**src/rtl/nibble_serial_adder.sv**
```systemverilog
// nibble_serial_adder: wide adder that processes one 4-bit nibble per cycle,
// least significant nibble first, through a 4-bit carry-lookahead slice.
// Optional signed-overflow output enabled by NIBBLE_SERIAL_ADDER_OVERFLOW_EN.
module nibble_serial_adder #(
   parameter int unsigned WIDTH = 32
) (
   input  logic             clk_i,
   input  logic             rst_i,
   input  logic             valid_i,
   output logic             ready_o,
   input  logic [WIDTH-1:0] operand1_i,
   input  logic [WIDTH-1:0] operand2_i,
   input  logic             carry_i,
   output logic             valid_o,
   input  logic             ready_i,
   output logic [WIDTH-1:0] sum_o,
   output logic             carry_o
`ifdef NIBBLE_SERIAL_ADDER_OVERFLOW_EN
   ,
   output logic             overflow_o
`endif
);

   localparam int unsigned N  = WIDTH / 4;
   localparam int unsigned CW = (N > 1) ? $clog2(N) : 1;
   localparam int unsigned IW = $clog2(WIDTH);

   typedef enum logic [1:0] {IDLE, RUN, DONE} state_t;

   state_t           state, state_nxt;
   logic [WIDTH-1:0] op1_r, op2_r, sum_r;
   logic             carry_r;
   logic [CW-1:0]    cnt_r;
   logic             last_c;
   logic [IW-1:0]    base_c;
   logic [3:0]       nib_a_c, nib_b_c, nib_g_c, nib_p_c, nib_s_c;
   logic [4:0]       nib_cy_c;
`ifdef NIBBLE_SERIAL_ADDER_OVERFLOW_EN
   logic             ovf_r;
`endif

   assign last_c = (cnt_r == CW'(N - 1));
   assign base_c = IW'({cnt_r, 2'b00});

   // Select the current nibble and add it with the registered carry (4-bit CLA)
   always_comb begin
      nib_a_c     = op1_r[base_c +: 4];
      nib_b_c     = op2_r[base_c +: 4];
      nib_g_c     = nib_a_c & nib_b_c;
      nib_p_c     = nib_a_c ^ nib_b_c;
      nib_cy_c[0] = carry_r;
      nib_cy_c[1] = nib_g_c[0] | (nib_p_c[0] & carry_r);
      nib_cy_c[2] = nib_g_c[1] | (nib_p_c[1] & nib_g_c[0])
                  | (&nib_p_c[1:0] & carry_r);
      nib_cy_c[3] = nib_g_c[2] | (nib_p_c[2] & nib_g_c[1])
                  | (&nib_p_c[2:1] & nib_g_c[0]) | (&nib_p_c[2:0] & carry_r);
      nib_cy_c[4] = nib_g_c[3] | (nib_p_c[3] & nib_g_c[2])
                  | (&nib_p_c[3:2] & nib_g_c[1]) | (&nib_p_c[3:1] & nib_g_c[0])
                  | (&nib_p_c[3:0] & carry_r);
      nib_s_c     = nib_p_c ^ nib_cy_c[3:0];
   end

   // State register
   always_ff @(posedge clk_i) begin
      if (rst_i) state <= IDLE;
      else       state <= state_nxt;
   end

   // Next-state logic
   always_comb begin
      state_nxt = state;
      case (state)
         IDLE:    if (valid_i) state_nxt = RUN;
         RUN:     if (last_c)  state_nxt = DONE;
         DONE:    if (ready_i) state_nxt = IDLE;
         default: state_nxt = IDLE;
      endcase
   end

   // Operand capture and nibble-serial accumulation
   always_ff @(posedge clk_i) begin
      if (rst_i) begin
         op1_r   <= '0;
         op2_r   <= '0;
         sum_r   <= '0;
         carry_r <= 1'b0;
         cnt_r   <= '0;
`ifdef NIBBLE_SERIAL_ADDER_OVERFLOW_EN
         ovf_r   <= 1'b0;
`endif
      end else begin
         case (state)
            IDLE: begin
               if (valid_i) begin
                  op1_r   <= operand1_i;
                  op2_r   <= operand2_i;
                  carry_r <= carry_i;
                  cnt_r   <= '0;
                  sum_r   <= '0;
`ifdef NIBBLE_SERIAL_ADDER_OVERFLOW_EN
                  ovf_r   <= 1'b0;
`endif
               end
            end
            RUN: begin
               sum_r[base_c +: 4] <= nib_s_c;
               carry_r            <= nib_cy_c[4];
               if (!last_c) cnt_r <= cnt_r + CW'(1);
`ifdef NIBBLE_SERIAL_ADDER_OVERFLOW_EN
               if (last_c) ovf_r <= nib_cy_c[3] ^ nib_cy_c[4];
`endif
            end
            default: ;
         endcase
      end
   end

   // Outputs decoded from state; result fields forced to zero outside DONE
   assign ready_o = (state == IDLE);
   assign valid_o = (state == DONE);
   assign sum_o   = valid_o ? sum_r : '0;
   assign carry_o = valid_o & carry_r;
`ifdef NIBBLE_SERIAL_ADDER_OVERFLOW_EN
   assign overflow_o = valid_o & ovf_r;
`endif

endmodule

```
**config.mk**
```make
export PLATFORM = sky130hd
export DESIGN_NAME = nibble_serial_adder
export DESIGN_NICKNAME = d
export VERILOG_FILES = /design/src/rtl/nibble_serial_adder.sv
export SDC_FILE = /design/constraint.sdc
export NUM_CORES = 1
export LEC_CHECK = 0
export ABC_AREA = 1
export CAP_MARGIN = 10
export CORE_MARGIN = 5
export CORE_UTILIZATION = 46
export DETAILED_ROUTE_END_ITERATION = 12
export PLACE_DENSITY = 0.73
export SETUP_SLACK_MARGIN = 0.3
export SLEW_MARGIN = 5
export SYNTH_ARGS = -nofsm -noshare
export SYNTH_HDL_FRONTEND = slang
export SYNTH_SLANG_ARGS = --single-unit
```
**constraint.sdc**
```tcl
create_clock -name clk_i -period 3.2 [get_ports clk_i]
set_input_delay 0.64 -clock clk_i [delete_from_list [all_inputs] [get_ports clk_i]]
set_output_delay 0.64 -clock clk_i [all_outputs]
set_load 0.02 [all_outputs]
```
# == Word level (Yosys, flattened, before mapping) ==
# Index checks and enable logic that the tools add are counted.
# classes
addsub,2
mul,0
n_div,0
n_lt_le_gt_ge,0
eq_ne,7
shifts,4
mux,13
n_bitwise,24
reduce_logical,12
# ops
op,count
two-way mux 32 bit,2
one-hot mux 32 bit (2 select lines),1
indexed part select 32 x 6 -> 4 bit,2
bitwise mux 32 bit,1
variable shift 4 x 7 -> 32 bit (first input constant),1
indexed part select 4 x 7 -> 32 bit,1
AND reduction 3 bit,4
AND 1 bit,11
OR 1 bit,10
AND reduction 2 bit,5
bitwise XOR 4 bit,2
negation 5 -> 7 bit,1
two-way mux 2 bit,3
two-way mux 3 bit,2
!= test 2 bit (second input constant),3
one-hot mux 2 bit (3 select lines),1
one-hot mux 3 bit (2 select lines),1
AND 4 bit,1
AND reduction 4 bit,1
adder 3 x 1 -> 3 bit (second input constant),1
== test 3 bit (second input constant),1
== test 2 x 1 -> 1 bit (second input constant),1
== test 2 bit (second input constant),1
logical NOT 2 bit,1
other kinds (4),4
# word_totals
register_bits,102
latch_bits,0
mem_bits_rw,0
mem_bits_ro,0
input_bits,69
memories,0

# == Longest topological paths before layout ==
# depth
depth_word,10
ltp_mapped,16
mapped_depth_nobuf,14

# == Worst setup path before layout ==
# Ideal clock, no wire load.
# synth_path
path_kind,reg2reg
start,register cnt_r[0]
end,register sum_r[20]
setup_ns,0.071
arrival_time_ns,2.216
t_required_ns,3.129
path_slack_ns,0.914
stages_incl_launch_ff,13
n_path_buf,2
period_less_slack_ns,2.286
cell_sequence,dfxtp_1 buf_6 inv_2 buf_2 o21ai_0 o22ai_1 nand2_1 nand2_1 fa_1 inv_1 nor3_1 nand2_1 a21oi_1
# synth_between
elab_chain_len,10
word_cells_on_any_way,25
classes_between,add/sub (1); shift (4); mux (2); bitwise (15); reduce/logical (3)
# synth_lines
item,line_no,source
from (decl),33,logic [CW-1:0] cnt_r;
from (signal assigned),108,if (!last_c) cnt_r <= cnt_r + CW'(1);
indexed part select 32 x 6 -> 4 bit (on tied branches),"47, 48",
bitwise XOR 4 bit / AND 4 bit (equally long branches),"50, 49",
AND 1 bit / AND reduction 2 bit (equally long branches),"55, 56",
OR 1 bit / AND 1 bit (equally long branches),"55, 56",
OR 1 bit (2 in series),56,| (&nib_p_c[2:1] & nib_g_c[0]) | (&nib_p_c[2:0] & carry_r);
bitwise XOR 4 bit,60,nib_s_c = nib_p_c ^ nib_cy_c[3:0];
indexed part select 4 x 7 -> 32 bit,106,sum_r[base_c +: 4] <= nib_s_c;
bitwise mux 32 bit (*),106,
one-hot mux 32 bit (2 select lines) (*),92,case (state)
"to (signal, indexed assignment)",106,
to (decl),31,"logic [WIDTH-1:0] op1_r, op2_r, sum_r;"
# Every way passes the cells marked *; elsewhere a longest branch is shown, timed or not.
# A chain may end at the register's enable or synchronous reset.

# == Worst setup path after layout ==
# layout_path
start,register cnt_r[0]
end,register sum_r[31]
# Same word-level chain as after synthesis.

==> results.cfg <==
[placed_design]
dp_hpwl_um = 9240
dp.cells = 929
place_congestion = 0.875
io_buffers = 103

[clock_tree]
ctsHtreeMaxLevel = 3
cts_buffers = 9
cts_tree = built
clock_latency_ps = 370
cts_sinks = 102
cts_resized = 0
clkSlewWorstSetupHoldPaths_ps = 100
cts-hold-fix-buffers = 0
cts_buffer_depth = 2
cts_root_buf = clkbuf_8
cts_setup_buffers = 0

[synth]
synth_area_leaders = dfxtp_1, nand2_1, a21oi_1
yosys_warnings = 0
synth-edff-count = 0
ys.flop_type = dfxtp_1
synth_top_area_share_pct = 41.8
synth_cell_types = 30
syn_area_um2 = 4880
synth_top_area_cell = dfxtp_1
syn_inst = 721
avgSynthCellArea_um2 = 6.77
synthArstFlopShare_pct = 0
synth_seq_cells = 102
synth_nets = 803
seq_area_frac_synth_pct = 41.8

[worst_setup_path]
reg2reg_to = sum_r[31]
r2r_start = cnt_r[0]
cp-start-kind = flop
rr_worst_depth = 12
crit_fanout = 40
cp.arrival_ps = 2840
cp.required_ps = 3420
end_kind = flop
ff2ff_setup_slack_ps = 570
critPathKind = flop to flop

[detailed_routing]
ant_nets = 0
dr.pass1.iters = 5
route.detailed.wl_per_inst_um = 13.3
routed_via_density = 5.12
routed_wl_um = 12600
vias = 4836
drc_errors = 0
dr.first_iter.drc_count = 331

[outcome]
status = complete, no violations

[timing]
post-route-min-period_ps = 2630
slew_violations = 0
fin_skew_ps = 11.3
fin_setup_tns_ps = 0
hold_viol = 0
holdWs_ps = 462
relSlewSlack_pct = 46.6
fin_crit_sh_pct = 82.1
worstMarginPinSlew_ps = 801
fmax_mhz = 381
rsz0062_at_grt = false
finalSetupViolations = 0

[die]
initial_core_util_pct = 47.3
coreArea_um2 = 10300
die_x_um = 113
die_y_um = 113
die_area_um2 = 12800
row_count = 37
io_pins = 104

[finish]
areaGrowthSynthToFinish_pct = 25.8
nets = 886
antenna_cells = 0
fin_cells = 945
final_core_util_pct = 59.5
final_common_cell = nand2_1
mostFrequentLayoutCells = nand2_1, clkdlybuf4s50_1, a21oi_1, dfxtp_1, nor2_1
drive_gt1_share_pct = 6.30

[grt]
grt_pass1_vias = 4562
grt_pass1_wl_um = 21600
antenna_found_initial = 0
grt.total_usage_pct = 20.2
grt_overflow = 0
grt_max_degree = 73

[power]
clkPwrFrac_pct = 28.7
power.share.sequential_pct = 52.0
p_sw_share_pct = 30.7
power_leakage_nw = 2.24
internal_power_mw = 1.82
p_sw_mw = 0.804
p_comb_share_pct = 19.3
ir_worst_vdd_uv = 265
p_per_area_nw_per_um2 = 426

[job]
max_cap_viol_count = 0

[min_path]
hold_path_depth = 2
hold_start = sum_r[4]
min_to = sum_r[4]
hold_class = flop to flop
## worst max-delay path by stage
stage	start	cells past startpoint	slack, ps	to
global placement	cnt_r[1]	10	580	sum_r[27]
finish	cnt_r[0]	12	570	sum_r[31]
global route	cnt_r[0]	12	350	sum_r[31]
detailed placement	cnt_r[1]	11	460	sum_r[31]
floorplan	cnt_r[0]	12	910	sum_r[20]
CTS	cnt_r[1]	11	450	sum_r[31]
## power by group through the flow
stage	sequential (mW)	clock [mW]	combinational, mW
after floorplan	1.38	0	0.332
after global placement	1.39	0	0.490
after detailed placement	1.39	0	0.501
after CTS	1.36	0.767	0.504
after global routing	1.37	0.814	0.570
final	1.36	0.751	0.505
## registers in the layout, indices dropped and copies added, names as in the netlist
| signal | cells |
|---|---|
| carry_r | 1 |
| state | 2 |
| op1_r | 32 |
| cnt_r | 3 |
| op2_r | 32 |
| sum_r | 32 |
## cells in the mapped netlist (2+ instances only)
cell,n
nor2_1,87
nand4_1,9
dfxtp_1,102
ha_1,12
nor2_2,11
o22ai_1,12
inv_1,55
nand3_1,21
o211ai_1,4
o21ai_0,32
clkbuf_1,23
a21oi_1,101
buf_2,12
inv_2,5
nand2_1,211
nor2_4,3
nor3_1,6
nand2_2,2
buf_4,2
## per-layer routing
layer  track usage (%)  wire (µm)
met5                 0          0
met4              4.65        199
met3              4.97        781
met2              32.6       5840
met1              27.4       5780
## final cells by class
class / count / area (µm²)
flip-flops and latches: 102 / 2040
multi-input cells: 519 / 2440
well taps: 136 / 170
repair buffers: 111 / 1090
clock inverters: 7 / 55.1
clock buffers: 9 / 124
fillers: 1002 / 4180
inverters: 61 / 229
## kinds of logic after synthesis
family	after synthesis	synth area share (%)
AOI/OAI and AO/OA	151	16.1
xor gates and xnor gates	1	0.179
adders and majority gates	13	3.48
buffers and inverters	100	8.30
DFF	102	41.8
and+or+nand+nor	354	30.1
## critical path: stages, from the launching register on
cell      delay, ps
dfxtp_1         360
buf_4           390
o21ai_0         160
o22ai_1         180
nand2_1          80
o211ai_1        210
ha_1            330
nand2_1          70
nand2_1          50
nand2_1          70
nand3_1         280
nand4_1         200
a21oi_1          80
## through the flow
step / area [µm²] / power, mW / setup slack [ps]
after global placement: 5960 / 1.88 / 581
after detailed placement: 5960 / 1.89 / 456
after global routing: 6140 / 2.75 / 347
after CTS: 6140 / 2.63 / 445
after floorplan: 4880 / 1.71 / 914
final: 6140 / 2.62 / 573
Note: power is estimated with default switching activity, not from simulation.
